[config.mk]
export PLATFORM = sky130hd
export DESIGN_NAME = l2_fwd_ctrl_flat
export DESIGN_NICKNAME = d
export VERILOG_FILES = /design/src/rtl/l2_fwd_ctrl_if.sv /design/src/rtl/l2_fwd_ctrl.sv /design/src/flat_wrapper.sv
export SDC_FILE = /design/constraint.sdc
export NUM_CORES = 2
export LEC_CHECK = 0
export CORE_UTILIZATION = 55
export CTS_CLUSTER_SIZE = 24
export DETAILED_ROUTE_END_ITERATION = 12
export MAX_ROUTING_LAYER = met4
export PLACE_DENSITY = 0.81
export SYNTH_ARGS = -nofsm -noshare
export SYNTH_HDL_FRONTEND = slang
export SYNTH_SLANG_ARGS = --single-unit
[constraint.sdc]
create_clock -name clk -period 16.6 [get_ports clk]
set_input_delay 1.66 -clock clk [delete_from_list [all_inputs] [get_ports clk]]
set_output_delay 1.66 -clock clk [all_outputs]
set_load 0.01 [all_outputs]
[src/rtl/l2_fwd_ctrl_if.sv]
// l2_fwd_ctrl_if
//   FIFO-side bus of the L2 forwarding controller. All FIFOs are
//   first-word-fall-through: dout is valid while empty=0, rden pops.
//   h_fifo_*  : header FIFO (115-bit entry per frame), controller pops
//   b_fifo_*  : body byte FIFO, del marks the last byte of a frame
//   o_fifo_*  : shared egress byte/del with per-port write enables, per-port almost-full
//   master    : controller side, slave : FIFO side
interface l2_fwd_ctrl_if;
   logic [114:0] h_fifo_dout;
   logic         h_fifo_empty;
   logic         h_fifo_rden;
   logic [7:0]   b_fifo_dout;
   logic         b_fifo_empty;
   logic         b_fifo_del;
   logic         b_fifo_rden;
   logic [7:0]   o_fifo_din;
   logic [3:0]   o_fifo_wren;
   logic         o_fifo_del;
   logic [3:0]   o_fifo_afull;

   modport master (
      input  h_fifo_dout, h_fifo_empty,
      output h_fifo_rden,
      input  b_fifo_dout, b_fifo_empty, b_fifo_del,
      output b_fifo_rden,
      output o_fifo_din, o_fifo_wren, o_fifo_del,
      input  o_fifo_afull
   );

   modport slave (
      output h_fifo_dout, h_fifo_empty,
      input  h_fifo_rden,
      output b_fifo_dout, b_fifo_empty, b_fifo_del,
      input  b_fifo_rden,
      input  o_fifo_din, o_fifo_wren, o_fifo_del,
      output o_fifo_afull
   );
endinterface

[src/rtl/l2_fwd_ctrl.sv]
// l2_fwd_ctrl
//   Forwarding controller for the 4-port L2 switch. Pops one header entry
//   per frame, learns SRC MAC -> ingress port in a small fully-associative
//   table, looks up DST to build an egress port mask, then drains the frame
//   body into the selected egress FIFOs or discards it.
// Ports:
//   clk, arst   : clock, asynchronous active-high reset
//   bus         : header/body/egress FIFO signals (l2_fwd_ctrl_if.master)
//   fwd_cnt     : frames forwarded (wraps)
//   drop_cnt    : frames dropped (wraps)
module l2_fwd_ctrl #(
   parameter int MAC_ENTRIES = 8
) (
   input  logic              clk,
   input  logic              arst,
   l2_fwd_ctrl_if.master     bus,
   output logic [15:0]       fwd_cnt,
   output logic [15:0]       drop_cnt
);
   localparam int PW = (MAC_ENTRIES > 1) ? $clog2(MAC_ENTRIES) : 1;

   typedef enum logic [2:0] {
      S_IDLE = 3'd0, S_LOOKUP = 3'd1, S_WAIT = 3'd2,
      S_FWD  = 3'd3, S_DROP   = 3'd4, S_DONE = 3'd5
   } state_t;

   typedef struct packed {
      logic [47:0] dst;
      logic [47:0] src;
      logic [15:0] typ;
      logic [1:0]  port;
      logic        fcs_ok;
   } hdr_t;

   state_t state, state_nxt;
   hdr_t   hdr_q;
   logic [3:0] mask, mask_q;

   logic [MAC_ENTRIES-1:0]       tbl_vld;
   logic [MAC_ENTRIES-1:0][47:0] tbl_mac;
   logic [MAC_ENTRIES-1:0][1:0]  tbl_port;
   logic [PW-1:0]                victim;

   logic          dst_hit, src_hit;
   logic [1:0]    dst_port;
   logic [PW-1:0] src_idx;
   logic          learn, h_take, pop, fwd_inc, drop_inc;
   logic          h_rden_q, del_q;
   logic [7:0]    din_q;
   logic [3:0]    wren_q;

   // TYPE travels with the header but plays no part in forwarding.
   logic unused_typ;
   assign unused_typ = ^hdr_q.typ;

   // Table search on registered contents: a learn write in the same
   // LOOKUP cycle is not visible to the DST lookup.
   always_comb begin
      dst_hit  = 1'b0;
      dst_port = 2'd0;
      src_hit  = 1'b0;
      src_idx  = '0;
      for (int i = 0; i < MAC_ENTRIES; i++) begin
         if (tbl_vld[i] && tbl_mac[i] == hdr_q.dst && !dst_hit) begin
            dst_hit  = 1'b1;
            dst_port = tbl_port[i];
         end
         if (tbl_vld[i] && tbl_mac[i] == hdr_q.src && !src_hit) begin
            src_hit = 1'b1;
            src_idx = PW'(i);
         end
      end
   end

   // Bit 40 is the I/G bit of the first MAC byte; multicast/miss floods.
   always_comb begin
      mask = 4'h0;
      if (hdr_q.dst[40] || !dst_hit)
         mask = 4'hF & ~(4'b0001 << hdr_q.port);
      else if (dst_port != hdr_q.port)
         mask = 4'b0001 << dst_port;
   end

   assign learn = (state == S_LOOKUP) && hdr_q.fcs_ok && !hdr_q.src[40];

   always_ff @(posedge clk or posedge arst) begin
      if (arst) state <= S_IDLE;
      else      state <= state_nxt;
   end

   always_comb begin
      state_nxt = state;
      h_take    = 1'b0;
      pop       = 1'b0;
      fwd_inc   = 1'b0;
      drop_inc  = 1'b0;
      case (state)
         S_IDLE: if (!bus.h_fifo_empty) begin
            h_take    = 1'b1;
            state_nxt = S_LOOKUP;
         end
         S_LOOKUP: if (!hdr_q.fcs_ok || mask == 4'h0) begin
            drop_inc  = 1'b1;
            state_nxt = S_DROP;
         end else begin
            state_nxt = S_WAIT;
         end
         // Egress space is checked once per frame, never mid-frame.
         S_WAIT: if ((bus.o_fifo_afull & mask_q) == 4'h0) state_nxt = S_FWD;
         S_FWD: if (!bus.b_fifo_empty) begin
            pop = 1'b1;
            if (bus.b_fifo_del) begin
               fwd_inc   = 1'b1;
               state_nxt = S_DONE;
            end
         end
         S_DROP: if (!bus.b_fifo_empty) begin
            pop = 1'b1;
            if (bus.b_fifo_del) state_nxt = S_DONE;
         end
         S_DONE:  state_nxt = S_IDLE;
         default: state_nxt = S_DONE;
      endcase
   end

   always_ff @(posedge clk or posedge arst) begin
      if (arst) begin
         h_rden_q <= 1'b0;
         hdr_q    <= '0;
         mask_q   <= 4'h0;
         din_q    <= 8'h00;
         wren_q   <= 4'h0;
         del_q    <= 1'b0;
         fwd_cnt  <= 16'd0;
         drop_cnt <= 16'd0;
      end else begin
         h_rden_q <= h_take;
         if (h_take) hdr_q <= hdr_t'(bus.h_fifo_dout);
         if (state == S_LOOKUP) mask_q <= mask;
         // Egress carries the byte popped in the previous cycle.
         din_q  <= (pop && state == S_FWD) ? bus.b_fifo_dout : 8'h00;
         wren_q <= (pop && state == S_FWD) ? mask_q : 4'h0;
         del_q  <= pop && (state == S_FWD) && bus.b_fifo_del;
         if (fwd_inc)  fwd_cnt  <= fwd_cnt + 16'd1;
         if (drop_inc) drop_cnt <= drop_cnt + 16'd1;
      end
   end

   always_ff @(posedge clk or posedge arst) begin
      if (arst) begin
         tbl_vld  <= '0;
         tbl_mac  <= '0;
         tbl_port <= '0;
         victim   <= '0;
      end else if (learn) begin
         if (src_hit) begin
            tbl_port[src_idx] <= hdr_q.port;
         end else begin
            tbl_vld[victim]  <= 1'b1;
            tbl_mac[victim]  <= hdr_q.src;
            tbl_port[victim] <= hdr_q.port;
            victim           <= victim + 1'b1;
         end
      end
   end

   assign bus.h_fifo_rden = h_rden_q;
   assign bus.b_fifo_rden = pop;
   assign bus.o_fifo_din  = din_q;
   assign bus.o_fifo_wren = wren_q;
   assign bus.o_fifo_del  = del_q;
endmodule

[src/flat_wrapper.sv]
// flat-port wrapper written by rule: the top's interface ports become plain ports
module l2_fwd_ctrl_flat 
#(
   parameter int MAC_ENTRIES = 8
)
  (clk, arst, fwd_cnt, drop_cnt, bus_h_fifo_dout, bus_h_fifo_empty, bus_h_fifo_rden, bus_b_fifo_dout, bus_b_fifo_empty, bus_b_fifo_del, bus_b_fifo_rden, bus_o_fifo_din, bus_o_fifo_wren, bus_o_fifo_del, bus_o_fifo_afull);
  l2_fwd_ctrl_if bus_i ();
  input  logic clk;
  input  logic arst;
  output logic [15:0] fwd_cnt;
  output logic [15:0] drop_cnt;
  input wire logic [$bits(bus_i.h_fifo_dout)-1:0] bus_h_fifo_dout;
  input wire logic [$bits(bus_i.h_fifo_empty)-1:0] bus_h_fifo_empty;
  output wire logic [$bits(bus_i.h_fifo_rden)-1:0] bus_h_fifo_rden;
  input wire logic [$bits(bus_i.b_fifo_dout)-1:0] bus_b_fifo_dout;
  input wire logic [$bits(bus_i.b_fifo_empty)-1:0] bus_b_fifo_empty;
  input wire logic [$bits(bus_i.b_fifo_del)-1:0] bus_b_fifo_del;
  output wire logic [$bits(bus_i.b_fifo_rden)-1:0] bus_b_fifo_rden;
  output wire logic [$bits(bus_i.o_fifo_din)-1:0] bus_o_fifo_din;
  output wire logic [$bits(bus_i.o_fifo_wren)-1:0] bus_o_fifo_wren;
  output wire logic [$bits(bus_i.o_fifo_del)-1:0] bus_o_fifo_del;
  input wire logic [$bits(bus_i.o_fifo_afull)-1:0] bus_o_fifo_afull;
  assign bus_i.h_fifo_dout = bus_h_fifo_dout;
  assign bus_i.h_fifo_empty = bus_h_fifo_empty;
  assign bus_h_fifo_rden = bus_i.h_fifo_rden;
  assign bus_i.b_fifo_dout = bus_b_fifo_dout;
  assign bus_i.b_fifo_empty = bus_b_fifo_empty;
  assign bus_i.b_fifo_del = bus_b_fifo_del;
  assign bus_b_fifo_rden = bus_i.b_fifo_rden;
  assign bus_o_fifo_din = bus_i.o_fifo_din;
  assign bus_o_fifo_wren = bus_i.o_fifo_wren;
  assign bus_o_fifo_del = bus_i.o_fifo_del;
  assign bus_i.o_fifo_afull = bus_o_fifo_afull;
  l2_fwd_ctrl #(.MAC_ENTRIES(MAC_ENTRIES)) u_core (.clk(clk), .arst(arst), .bus(bus_i), .fwd_cnt(fwd_cnt), .drop_cnt(drop_cnt));
endmodule
==> results.cfg <==
[sta]
tightest_slew_ps = 1330
hold_violations = 0
setup_viol = 0
fin_crit_ps = 5360
fin_hold_ws_ps = 472
tns_ps = 0
max_freq_ghz = 0.187
finalCritPeriodShare_pct = 32.3
rsz0062_at_grt = no
slew_headroom_pct = 11.1
fin_worst_skew_ps = 32.2
slew_violations = 0

[yosys]
yosysSeqAreaShare_pct = 46.0
ys_types = 68
synth_top_area_share_pct = 46.0
syn_area_per_cell_um2 = 10.9
synth_seq_cells = 563
syn_area_mm2 = 0.0306
syn-num-nets = 2932
synth-edff-count = 0
yosysTopAreaCell = dfrtp_1
synthTopCellsByArea = dfrtp_1 46%, mux2_2 13%, xnor2_1 11%
yosys_warnings = 0
async_reset_ff_share_pct = 100
syn_inst = 2797
synth_ff_type = dfrtp_1

[finish]
layout-drive-gt1-share_pct = 19.6
mostFrequentLayoutCells = 563 x dfrtp_1, 373 x xnor2_1, 365 x mux2_2, 363 x xor2_1, 172 x nand2_1
fin_nets = 3040
area_growth_pct = 15.3
nFillCells = 4328
mostFrequentLayoutCell = dfrtp_1

[hold_path]
min_path_type = reg2reg
hp-start = u_core.fwd_cnt[15]$_DFFE_PP0P_

[floorplanning]
dieHeight_um = 238
num_rows = 86
core_mm2 = 0.0550
io_pins = 179
die_area_mm2 = 0.0566
start_util_pct = 55.7
die_w_um = 238

[route]
first_pass_iters = 5
wire_per_inst_um = 30.7
vias = 23400
ant_nets = 0
finalWirelength_mm = 114
drc_errors = 0
drt_iter0_markers = 2628
vias_per_cell = 6.31

[clock_tree]
clk_latency_ps = 670
max-clock-path-buffers = 3
cts.sinks = 563
htree_num_levels = 2
cts_tree = done
root_buffer = clkbuf_16
cts_repair_resize_count = 0
cts_buffers = 61
postCtsHoldBufs = 0
clkTransAtPathRegs_ps = 60
cts_setup_buffers = 0

[power]
seqPwrFrac_pct = 34.7
p_int_w = 0.00384
comb_power_share_pct = 43.5
p_switching_w = 0.00314
swShare_pct = 45.0
clock_power_share_pct = 21.8
power_w = 0.00698
irDropWorstVdd_uv = 157
p_leak_nw = 15.7
p_per_area_mw_per_mm2 = 198

[global_route]
grt_usage_pct = 41.6
grt_pass1_vias = 22800
overflow = 0
antenna_found_initial = 2
grt_first_pass_wirelength_mm = 162
grt_max_degree = 182

[placement]
dp_hpwl_mm = 74.4
place_congestion = 0.990
port_buffers = 162

[setup_path]
startpoint = u_core.hdr_q[56]$_DFFE_PP0P_
cp.required_ps = 17130
cp_max_fo = 65
crit_type = reg2reg
worstPathArrival_ps = 5880
r2r_slack_ps = 11240
reg2reg_from = u_core.hdr_q[56]$_DFFE_PP0P_
end_kind = register
cp-start-kind = register

[status]
status = finished, final reports clean

[run]
cap_violations = 0
[metrics by stage]
step	area (um^2)	std cells	util [%]	setup WS, ps
3_3_place_gp	33100	3590	60.1	11400
3_5_place_dp	33100	3590	60.1	11370
5_1_grt	35300	3698	64.2	11080
2_1_floorplan	30600	2797	-	7270
4_1_cts	35300	3698	64.2	11340
6_report	35300	3700	64.2	11240
[cell type report]
cell class | instances | area, um^2 | share of cell area [%]
Multi-Input combinational cell | 1943 | 15400 | 43.7
Antenna cell | 2 | 5.00 | 0.0142
Tap cell | 748 | 936 | 2.65
Clock inverter | 28 | 504 | 1.43
Timing Repair Buffer | 252 | 2310 | 6.55
Clock buffer | 80 | 1710 | 4.84
Inverter | 84 | 319 | 0.904
Sequential cell | 563 | 14100 | 39.9
[registers in the layout, indices dropped and copies added, names as in the netlist]
signal / flops
u_core.bus.h_fifo_rden: 1
u_core.bus.o_fifo_del: 1
u_core.bus.o_fifo_din: 8
u_core.bus.o_fifo_wren: 4
u_core.drop_cnt: 16
u_core.fwd_cnt: 16
u_core.hdr_q: 99
u_core.mask_q: 4
u_core.state: 3
u_core.tbl_mac: 384
u_core.tbl_port: 16
u_core.tbl_vld: 8
u_core.victim: 3
[worst paths after layout]
kind                                                   to  depth (start not counted)
max                        u_core.tbl_port[2]$_DFFE_PP0P_                         13
min                        u_core.fwd_cnt[15]$_DFFE_PP0P_                          1
max reg2reg                u_core.tbl_port[2]$_DFFE_PP0P_                         13
min reg2reg                u_core.fwd_cnt[15]$_DFFE_PP0P_                          1
max in group asynchronous    u_core.hdr_q[31]$_DFFE_PP0P_                          4
min in group asynchronous    u_core.hdr_q[63]$_DFFE_PP0P_                          2
[power groups by stage]
stage                     Sequential, W  Clock [W]  Combinational [W]
final                           0.00242    0.00152            0.00304
after global placement          0.00239          0            0.00291
after detailed placement        0.00241          0            0.00294
after CTS                       0.00239    0.00153            0.00296
after floorplan                 0.00199          0            0.00200
after global routing            0.00243    0.00158            0.00314
[synthesized netlist by cell type, types with 30 or more instances]
master    number
o21ai_0      135
nand2_1      174
nand4_1      110
mux2_2       365
nor2_1        30
xnor2_1      373
xor2_1       363
clkbuf_1     175
dfrtp_1      563
inv_1         79
nand3_1       42
nor4_1       105
[routing by layer]
| layer | vias up | part of all wire [%] | GRT usage [%] |
|---|---|---|---|
| li1 | 9790 | - | - |
| met1 | 11900 | 40 | 53.9 |
| met2 | 1310 | 43 | 60.0 |
| met3 | 394 | 10 | 9.08 |
| met4 | 0 | 7.1 | 24.8 |
| met5 | - | 0 | - |
[critical path: stages (launching register included)]
cell,delay [ps]
dfrtp_1,770
inv_1,680
o22ai_1,150
nor4_1,320
nand4_1,130
nor3_1,890
nor2_1,130
nand4_1,200
nor2b_1,210
and2_1,290
nand3_2,100
buf_4,590
o21ai_0,410
mux2_2,360
[logic make-up after synthesis]
logic type	after synthesis	synth area share, %
XOR/XNOR	736	21.1
AO/OA/AOI/OAI	258	5.30
buffers and inverters	291	3.72
flip-flops	563	46.0
AND/OR/NAND/NOR	569	9.92
multiplexers	377	13.8
adder cells (fa/ha/maj)	3	0.123
Note: power is estimated with default switching activity, not from simulation.
